===== config.mk =====
export PLATFORM = sky130hd
export DESIGN_NAME = dist_score_flat
export DESIGN_NICKNAME = d
export VERILOG_FILES = /design/src/rtl/dist_score_if.sv /design/src/rtl/dist_score.sv /design/src/flat_wrapper.sv
export SDC_FILE = /design/constraint.sdc
export NUM_CORES = 1
export LEC_CHECK = 0
export BUFFER_PORTS_ARGS = -buffer_cell sky130_fd_sc_hd__buf_2
export CAP_MARGIN = 20
export CORE_ASPECT_RATIO = 0.5
export CORE_MARGIN = 2
export CORE_UTILIZATION = 38
export DETAILED_ROUTE_END_ITERATION = 6
export PLACE_DENSITY_LB_ADDON = 0.3
export SYNTH_ARGS = -nofsm -noshare
export SYNTH_HDL_FRONTEND = slang
export SYNTH_SLANG_ARGS = --single-unit

===== constraint.sdc =====
create_clock -name clk -period 4.9 [get_ports clk]
set_input_delay 0.49 -clock clk [delete_from_list [all_inputs] [get_ports clk]]
set_output_delay 0.49 -clock clk [all_outputs]
set_load 0.02 [all_outputs]

===== src/rtl/dist_score_if.sv =====
// Handshake bundle between dist_score, the distribution generator and the host.
// The slave modport is the scorer's view; master is the environment driving it.
interface dist_score_if #(
  parameter int BW      = 7,
  parameter int SCORE_W = 16
);
  logic               calc_done;
  logic               data_vld;
  logic [BW-1:0]      bin_out;
  logic [SCORE_W-1:0] threshold;
  logic               res_ack;
  logic               rd_rqst;
  logic [SCORE_W-1:0] score;
  logic               anomaly;
  logic               res_err;
  logic               res_vld;
  logic               busy;
  logic [BW-1:0]      peak_val;
  logic [2:0]         peak_idx;

  modport master (
    output calc_done, data_vld, bin_out, threshold, res_ack,
    input  rd_rqst, score, anomaly, res_err, res_vld, busy, peak_val, peak_idx
  );

  modport slave (
    input  calc_done, data_vld, bin_out, threshold, res_ack,
    output rd_rqst, score, anomaly, res_err, res_vld, busy, peak_val, peak_idx
  );
endinterface


===== src/rtl/dist_score.sv =====
// Pulls NUM_BINS deviation values after calc_done, forms a saturating weighted score
// and flags it against a latched threshold. Define DIST_SCORE_PEAK_EN for peak tracking.
module dist_score #(
  parameter int POPSIZE  = 100,
  parameter int NUM_BINS = 6,
  parameter int SCORE_W  = 16,
  parameter int TIMEOUT  = 16
) (
  input logic        clk,
  input logic        rst,
  dist_score_if.slave bus
);
  localparam int BW   = $clog2(POPSIZE);
  localparam int KW   = $clog2(NUM_BINS);
  localparam int TW   = $clog2(TIMEOUT);
  localparam int PADW = SCORE_W + 1 - BW;
  localparam logic [KW-1:0] K_LAST = KW'(NUM_BINS - 1);
  // The request cycle counts toward the budget, so RESULT lands TIMEOUT cycles after rd_rqst.
  localparam logic [TW-1:0] T_LAST = TW'(TIMEOUT - 2);

  typedef enum logic [1:0] {IDLE, REQ, WAIT, RESULT} state_t;

  state_t             state_q, state_d;
  logic [KW-1:0]      k_q, k_d;
  logic [TW-1:0]      tmo_q, tmo_d;
  logic [SCORE_W-1:0] acc_q, acc_d;
  logic [SCORE_W-1:0] thr_q, thr_d;
  logic               pending_q, pending_d;
  logic               rd_rqst_q, rd_rqst_d;
  logic [SCORE_W-1:0] score_q, score_d;
  logic               anomaly_q, anomaly_d;
  logic               res_err_q, res_err_d;
  logic               res_vld_q, res_vld_d;
  logic               busy_q, busy_d;

  logic               start;
  logic               accept;
  logic               timed_out;
  logic [SCORE_W:0]   weighted;
  logic [SCORE_W:0]   sum;
  logic [SCORE_W-1:0] acc_sat;
  logic [SCORE_W-1:0] final_score;

  assign start     = (state_q == IDLE) && (bus.calc_done || pending_q);
  assign accept    = (state_q == WAIT) && bus.data_vld;
  assign timed_out = (state_q == WAIT) && !bus.data_vld && (tmo_q == T_LAST);

  // Weight doubles every two bins: 1,1,2,2,4,4.
  assign weighted    = {{PADW{1'b0}}, bus.bin_out} << (k_q >> 1);
  assign sum         = {1'b0, acc_q} + weighted;
  assign acc_sat     = sum[SCORE_W] ? {SCORE_W{1'b1}} : sum[SCORE_W-1:0];
  assign final_score = accept ? acc_sat : acc_q;

  always_ff @(posedge clk or posedge rst) begin
    if (rst) begin
      state_q   <= IDLE;
      k_q       <= '0;
      tmo_q     <= '0;
      acc_q     <= '0;
      thr_q     <= '0;
      pending_q <= 1'b0;
      rd_rqst_q <= 1'b0;
      score_q   <= '0;
      anomaly_q <= 1'b0;
      res_err_q <= 1'b0;
      res_vld_q <= 1'b0;
      busy_q    <= 1'b0;
    end else begin
      state_q   <= state_d;
      k_q       <= k_d;
      tmo_q     <= tmo_d;
      acc_q     <= acc_d;
      thr_q     <= thr_d;
      pending_q <= pending_d;
      rd_rqst_q <= rd_rqst_d;
      score_q   <= score_d;
      anomaly_q <= anomaly_d;
      res_err_q <= res_err_d;
      res_vld_q <= res_vld_d;
      busy_q    <= busy_d;
    end
  end

  always_comb begin
    state_d = state_q;
    case (state_q)
      IDLE:    if (start) state_d = REQ;
      REQ:     state_d = WAIT;
      WAIT: begin
        if (accept)         state_d = (k_q == K_LAST) ? RESULT : REQ;
        else if (timed_out) state_d = RESULT;
      end
      RESULT:  if (bus.res_ack) state_d = IDLE;
      default: state_d = IDLE;
    endcase
  end

  always_comb begin
    k_d       = k_q;
    tmo_d     = tmo_q;
    acc_d     = acc_q;
    thr_d     = thr_q;
    pending_d = pending_q;
    score_d   = score_q;
    anomaly_d = anomaly_q;
    res_err_d = res_err_q;
    case (state_q)
      IDLE: begin
        if (start) begin
          thr_d     = bus.threshold;
          acc_d     = '0;
          k_d       = '0;
          pending_d = 1'b0;
        end
      end
      REQ:  tmo_d = '0;
      WAIT: begin
        if (accept) begin
          acc_d = acc_sat;
          k_d   = k_q + 1'b1;
        end else begin
          tmo_d = tmo_q + 1'b1;
        end
      end
      RESULT: if (bus.calc_done) pending_d = 1'b1;
      default: ;
    endcase
    if (state_q == WAIT && state_d == RESULT) begin
      score_d   = final_score;
      anomaly_d = final_score > thr_q;
      res_err_d = !accept;
    end
    rd_rqst_d = (state_d == REQ);
    res_vld_d = (state_d == RESULT);
    busy_d    = (state_d != IDLE);
  end

  assign bus.rd_rqst = rd_rqst_q;
  assign bus.score   = score_q;
  assign bus.anomaly = anomaly_q;
  assign bus.res_err = res_err_q;
  assign bus.res_vld = res_vld_q;
  assign bus.busy    = busy_q;

`ifdef DIST_SCORE_PEAK_EN
  logic [BW-1:0] peak_val_q, peak_val_d;
  logic [2:0]    peak_idx_q, peak_idx_d;

  // Strict compare keeps the first occurrence on ties.
  always_comb begin
    peak_val_d = peak_val_q;
    peak_idx_d = peak_idx_q;
    if (start) begin
      peak_val_d = '0;
      peak_idx_d = '0;
    end else if (accept && (bus.bin_out > peak_val_q)) begin
      peak_val_d = bus.bin_out;
      peak_idx_d = 3'(k_q);
    end
  end

  always_ff @(posedge clk or posedge rst) begin
    if (rst) begin
      peak_val_q <= '0;
      peak_idx_q <= '0;
    end else begin
      peak_val_q <= peak_val_d;
      peak_idx_q <= peak_idx_d;
    end
  end

  assign bus.peak_val = peak_val_q;
  assign bus.peak_idx = peak_idx_q;
`else
  assign bus.peak_val = '0;
  assign bus.peak_idx = '0;
`endif
endmodule

===== src/flat_wrapper.sv =====
// flat-port wrapper written by rule: the top's interface ports become plain ports
module dist_score_flat 
#(
  parameter int POPSIZE  = 100,
  parameter int NUM_BINS = 6,
  parameter int SCORE_W  = 16,
  parameter int TIMEOUT  = 16
)
  (clk, rst, bus_calc_done, bus_data_vld, bus_bin_out, bus_threshold, bus_res_ack, bus_rd_rqst, bus_score, bus_anomaly, bus_res_err, bus_res_vld, bus_busy, bus_peak_val, bus_peak_idx);
  dist_score_if #(.SCORE_W(SCORE_W)) bus_i ();
  input logic clk;
  input logic rst;
  input wire logic [$bits(bus_i.calc_done)-1:0] bus_calc_done;
  input wire logic [$bits(bus_i.data_vld)-1:0] bus_data_vld;
  input wire logic [$bits(bus_i.bin_out)-1:0] bus_bin_out;
  input wire logic [$bits(bus_i.threshold)-1:0] bus_threshold;
  input wire logic [$bits(bus_i.res_ack)-1:0] bus_res_ack;
  output wire logic [$bits(bus_i.rd_rqst)-1:0] bus_rd_rqst;
  output wire logic [$bits(bus_i.score)-1:0] bus_score;
  output wire logic [$bits(bus_i.anomaly)-1:0] bus_anomaly;
  output wire logic [$bits(bus_i.res_err)-1:0] bus_res_err;
  output wire logic [$bits(bus_i.res_vld)-1:0] bus_res_vld;
  output wire logic [$bits(bus_i.busy)-1:0] bus_busy;
  output wire logic [$bits(bus_i.peak_val)-1:0] bus_peak_val;
  output wire logic [$bits(bus_i.peak_idx)-1:0] bus_peak_idx;
  assign bus_i.calc_done = bus_calc_done;
  assign bus_i.data_vld = bus_data_vld;
  assign bus_i.bin_out = bus_bin_out;
  assign bus_i.threshold = bus_threshold;
  assign bus_i.res_ack = bus_res_ack;
  assign bus_rd_rqst = bus_i.rd_rqst;
  assign bus_score = bus_i.score;
  assign bus_anomaly = bus_i.anomaly;
  assign bus_res_err = bus_i.res_err;
  assign bus_res_vld = bus_i.res_vld;
  assign bus_busy = bus_i.busy;
  assign bus_peak_val = bus_i.peak_val;
  assign bus_peak_idx = bus_i.peak_idx;
  dist_score #(.POPSIZE(POPSIZE), .NUM_BINS(NUM_BINS), .SCORE_W(SCORE_W), .TIMEOUT(TIMEOUT)) u_core (.clk(clk), .rst(rst), .bus(bus_i));
endmodule

==> flow_summary.json, run 1 <==
{
  "cts_tree": "built",
  "clockBufferDepth": 2,
  "drive_above_1_share_pct": 18.3,
  "drt-total-wl_um": 8860,
  "startpoint": "u_core.k_q[1]$_DFFE_PP0P_",
  "cts_resized": 0,
  "power_density_nw_per_um2": 612,
  "grt_pass1_wl_um": 14900,
  "hold_class": "input pin to flip-flop",
  "yosys_warnings": 0,
  "dpl-instance-area_um2": 4240,
  "dr.pass1.iters": 5,
  "path_max_fanout": 12,
  "yosysMostFrequentCell": "dfrtp_1",
  "cap_violations": 0,
  "ctsHoldBuffers": 0,
  "slew_headroom_pct": 45.7,
  "fin_hold_ws_ns": 0.353,
  "antenna_found_initial": 0,
  "path_clk_slew_ns": 0.05,
  "placementRows": 26,
  "fin_area_um2": 4570,
  "rsz0062_at_grt": "false",
  "grt_pass1_vias": 2938,
  "utilization_pct": 45.2,
  "dieArea_um2": 11200,
  "drt-initial-drc-count": 162,
  "r2r_cells": 15,
  "post_cts_buffers": 0,
  "ys_ff_latch": 63,
  "endpoint_kind": "flip-flop",
  "drc": 0,
  "fin_crit_sh_pct": 83.9,
  "final_nets": 535,
  "ios": 59,
  "r2r-start": "u_core.k_q[1]$_DFFE_PP0P_",
  "rr_endpoint": "u_core.bus.anomaly$_DFFE_PP0P_",
  "ys.flop_type": "dfrtp_1",
  "cts-htree-levels": 3,
  "core_um2": 10100,
  "track_usage_pct": 17.2,
  "async_flop_share_pct": 100,
  "timing.fmax_mhz": 243,
  "ys_top_cells_by_area": "dfrtp_1, ha_1, nand2_1",
  "io_buffers": 48,
  "yosys.area.top_type": "dfrtp_1",
  "ys_top_cells_by_count": "dfrtp_1, nand2_1, nor2_1",
  "regToRegSetupSlack_ns": 0.79,
  "outcome": "finished, final reports clean",
  "p_total_w": 0.00280,
  "endpoint": "u_core.bus.anomaly$_DFFE_PP0P_",
  "p_leak_nw": 2.26,
  "synth-edff-count": 0,
  "ctsRootBufferMaster": "clkbuf_16",
  "grt_max_degree": 64,
  "fillers": 1012,
  "diodes": 0,
  "gr-total-overflow": 0,
  "ys_seq_area_share_pct": 40.2,
  "clock-sinks": 63,
  "initial_core_util_pct": 38.7,
  "slew_viol_final": 0,
  "numCtsBuffers": 9,
  "fin_crit_ns": 4.11,
  "avgRoutedWirePerCell_um": 14.3,
  "area_delta_synth_final_pct": 16.6,
  "tns_ns": 0,
  "place_hpwl_um": 6570,
  "cp-start-kind": "flip-flop",
  "tightestPinTransition_ns": 0.814,
  "crit_type": "flip-flop to flip-flop",
  "synth_top_area_share_pct": 40.2,
  "die_h_um": 75.8,
  "avgViaCountPerCell": 5.00,
  "hold_viol": 0,
  "fin_skew_ns": 0.00540,
  "antenna_left": 0,
  "gp_congestion": 0.848,
  "synthCells": 434,
  "ir_drop_mv": 0.224,
  "syn_area_per_cell_um2": 9.03,
  "setup_viol": 0,
  "required_ns": 5.10,
  "clkLatencyLatePin_ns": 0.33,
  "vias": 3098,
  "syn-cell-area_um2": 3920,
  "synth_cell_types": 63,
  "cp_data_arrival_time_ns": 4.31,
  "die_w_um": 148
}
==> kinds of logic (layout without fill, tap and decap cells) <==
group           after synthesis  in the layout  share of synthesized area, %
compound gates              110            110                          18.7
flops                        63             63                          40.2
buf+inv                      60             97                          6.96
xor+xnor                      6              6                          1.34
fa+ha+maj                    31             31                          10.1
simple gates                143            143                          17.2
mux                          20             20                          5.39
other cells                   1             10                        0.0957
==> registers in the layout, summed over array words and instances (netlist names) <==
signal              cells
u_core.acc_q           16
u_core.bus.busy         1
u_core.bus.rd_rqst      1
u_core.thr_q           16
u_core.bus.score       16
u_core.pending_q        1
u_core.bus.res_vld      1
u_core.tmo_q            4
u_core.bus.res_err      1
u_core.bus.anomaly      1
u_core.k_q              3
u_core.state_q          2
==> how the worst min path moves through the flow <==
stage	from	endpoint	slack (ns)	cells after the start
global route	bus_threshold[0]	u_core.thr_q[0]$_DFFE_PP0P_	0.35	3
CTS	bus_threshold[0]	u_core.thr_q[0]$_DFFE_PP0P_	0.35	3
global placement	u_core.bus.score[0]$_DFFE_PP0P_	u_core.bus.score[0]$_DFFE_PP0P_	0.46	2
finish	bus_threshold[0]	u_core.thr_q[0]$_DFFE_PP0P_	0.35	3
floorplan	u_core.thr_q[0]$_DFFE_PP0P_	u_core.thr_q[0]$_DFFE_PP0P_	0.45	2
detailed placement	u_core.bus.score[8]$_DFFE_PP0P_	u_core.bus.score[8]$_DFFE_PP0P_	0.47	2
==> cells in the final DEF (no fill, tap or decap), types with 4 or more instances in the layout <==
| master | instances |
|---|---|
| o21ai_0 | 34 |
| nor3_1 | 5 |
| a21oi_1 | 21 |
| nand2_1 | 50 |
| ha_1 | 30 |
| nand3_1 | 15 |
| o21a_1 | 4 |
| mux2_2 | 5 |
| nor2_1 | 35 |
| o211ai_1 | 4 |
| buf_4 | 4 |
| or3_1 | 6 |
| o21ai_1 | 6 |
| mux2i_1 | 14 |
| a21o_1 | 7 |
| o21ai_2 | 4 |
| xnor2_1 | 4 |
| and3_1 | 6 |
| conb_1 | 10 |
| buf_2 | 48 |
| clkbuf_16 | 9 |
| and2_1 | 5 |
| dfrtp_1 | 63 |
| inv_1 | 28 |
==> metrics by stage <==
step	worst slack, ns	std cells
global placement	0.880	605
floorplan	1.14	443
detailed placement	0.811	605
global route	0.509	620
CTS	0.783	620
finish	0.787	620
==> power by group <==
group,switching (W),internal (W)
Sequential,0.000151,0.000703
Combinational,0.000745,0.000492
Clock,0.000224,0.000483
==> final cells by class <==
type | count | area, µm² | area share, %
Timing Repair Buffer | 52 | 270 | 5.91
Clock inverter | 3 | 65.1 | 1.42
Sequential cell | 63 | 1580 | 34.5
Clock buffer | 12 | 267 | 5.83
Tap cell | 140 | 175 | 3.83
Multi-Input combinational cell | 320 | 2100 | 46.0
Inverter | 30 | 113 | 2.46
==> worst max-delay path, cell delays in order (launching register included) <==
cell	delay, ns
dfrtp_1	0.63
mux2i_1	0.30
nor2_1	0.10
fa_1	0.46
a21o_1	0.23
a221oi_2	0.39
o22ai_2	0.19
or3_1	0.39
o21ai_2	0.10
inv_1	0.06
ha_1	0.28
a21oi_1	0.15
o22ai_1	0.09
o211a_1	0.22
o21ai_0	0.27
a31oi_1	0.12
==> layer usage <==
| metal | part of all wire (%) | vias to the layer above | track usage (%) |
|---|---|---|---|
| li1 | - | 1594 | - |
| met4 | 0.47 | 0 | 3.53 |
| met1 | 51 | 1444 | 24.4 |
| met3 | 5.1 | 4 | 4.67 |
| met5 | 0 | - | 0 |
| met2 | 43 | 56 | 26.5 |
No activity file was read; power rests on OpenSTA's default activity.
==> run 2, diff against run 1 <==
Clock period 4.9 ns to 3.65 ns, I/O delays scaled along.
==> flow_summary.json, run 2 (synthesis gave the netlist of run 1 again) <==
{
  "io_buffers": 48,
  "path_max_fanout": 8,
  "cp_slowest_stage_delay_ns": 0.49,
  "cts-htree-levels": 3,
  "slew_headroom_pct": 50.7,
  "numCtsBuffers": 9,
  "power_density_nw_per_um2": 823,
  "area_delta_synth_final_pct": 31.1,
  "outcome": "finished, final reports clean",
  "initial_core_util_pct": 38.7,
  "endpoint_kind": "flip-flop",
  "core_um2": 10100,
  "grt_pass1_wl_um": 15700,
  "slew_viol_final": 0,
  "antenna_left": 0,
  "instances_no_fill": 674,
  "placementRows": 26,
  "worstPathCellList": "mux2i_2, nor2_2, buf_4, ha_1, a21o_1, and4_2, o211ai_1, a21boi_1, xnor2_1, nand2_1, ha_1, and4_4, a21oi_2, nand2_1, a221oi_2, a31oi_1",
  "path_clk_slew_ns": 0.06,
  "required_ns": 3.86,
  "hold_viol": 0,
  "fin_crit_sh_pct": 98.0,
  "cp_slowest_cell": "dfrtp_2",
  "setup_viol": 0,
  "drc": 0,
  "hold_class": "input pin to asynchronous set/reset pin",
  "utilization_pct": 50.8,
  "cts_tree": "built",
  "ir_drop_mv": 0.294,
  "die_w_um": 148,
  "place_hpwl_um": 7060,
  "ctsRootBufferMaster": "clkbuf_16",
  "timing.fmax_mhz": 279,
  "clkLatencyLatePin_ns": 0.34,
  "drt-initial-drc-count": 163,
  "avgViaCountPerCell": 4.99,
  "dp_cells": 647,
  "path_delay_family": "compound AO/OA/AOI/OAI gates",
  "diodes": 0,
  "p_leak_nw": 2.52,
  "fin_skew_ns": 0.0101,
  "crit_type": "flip-flop to flip-flop",
  "clockBufferDepth": 2,
  "avgRoutedWirePerCell_um": 14.4,
  "cp_data_arrival_time_ns": 3.79,
  "cap_violations": 0,
  "tightestPinTransition_ns": 0.737,
  "path_buf_inv": 1,
  "final_cell_mix": "dfrtp_1, buf_4, nand2_1",
  "dieArea_um2": 11200,
  "fin_hold_ws_ns": 0.119,
  "final_nets": 588,
  "clock-sinks": 63,
  "dr.pass1.iters": 4,
  "ios": 59,
  "gr-total-overflow": 0,
  "track_usage_pct": 18.2,
  "ctsHoldBuffers": 0,
  "cp-start-kind": "flip-flop",
  "grt_max_degree": 40,
  "die_h_um": 75.8,
  "grt_pass1_vias": 3130,
  "drive_above_1_share_pct": 32.2,
  "tns_ns": 0,
  "rsz0062_at_grt": "true",
  "gp_congestion": 0.856,
  "antenna_found_initial": 0,
  "final_common_cell": "dfrtp_1",
  "drt-total-wl_um": 9680,
  "vias": 3366,
  "fin_crit_ns": 3.58
}
[run 2: cell types whose count changed in the layout (fill, tap and decap cells not counted), moves of 4 or more]
cell	before	now
a21oi_2	0	4
mux2i_1	14	8
mux2i_2	0	6
buf_4	4	55
a21oi_1	21	17
[run 2: path summary, 6_finish.rpt]
kind                                            startpoint                               to  slack [ns]  depth (start not counted)
setup reg to reg                 u_core.k_q[1]$_DFFE_PP0P_   u_core.bus.anomaly$_DFFE_PP0P_        0.07                         16
max in group asynchronous                              rst  u_core.bus.score[1]$_DFFE_PP0P_        2.61                          3
hold / removal                                         rst     u_core.pending_q$_DFFE_PP0P_        0.12                          2
min in group clk                          bus_threshold[4]      u_core.thr_q[4]$_DFFE_PP0P_        0.23                          3
hold reg to reg            u_core.bus.score[1]$_DFFE_PP0P_  u_core.bus.score[1]$_DFFE_PP0P_        0.48                          2
setup / recovery                 u_core.k_q[1]$_DFFE_PP0P_   u_core.bus.anomaly$_DFFE_PP0P_        0.07                         16
[run 2: timing repair]
item                                    4_1_cts  5_1_grt
pin swaps                                     1       20
endpoints found under the setup margin        1        1
gates resized for setup                       3       35
buffers inserted                              1       10
[run 2: metal layers]
metal / track usage (%) / up-vias / part of all wire, %
met5: 0 / - / 0
met4: 5.77 / 0 / 1.4
met3: 4.73 / 15 / 4.1
met2: 28.4 / 62 / 43
met1: 25.2 / 1602 / 51
li1: - / 1687 / -
[run 2: where the power goes]
| part | switching (W) | internal, W | total, W |
|---|---|---|---|
| combinational | 0.00120 | 0.00100 | 0.00221 |
| clock | 0.000324 | 0.000595 | 0.000919 |
| sequential | 0.000156 | 0.000946 | 0.00110 |
| total | 0.00168 | 0.00255 | 0.00423 |
[run 2: cell type report]
type	instances	area (µm²)
Clock inverter	6	85.1
Fill cell	926	4980
Clock buffer	10	229
Multi-Input combinational cell	320	2260
Timing Repair Buffer	105	693
Tap cell	140	175
Inverter	30	113
Sequential cell	63	1580
[run 2: metrics by stage]
step | total power, W | setup slack [ns] | cell area [µm²]
after global routing | 0.00458 | -0.208 | 5140
after detailed placement | 0.00307 | -0.137 | 4580
after CTS | 0.00403 | 0.00342 | 4910
after global placement | 0.00303 | -0.125 | 4580
final | 0.00423 | 0.0713 | 5140
after floorplan | 0.00240 | 0.0490 | 3960
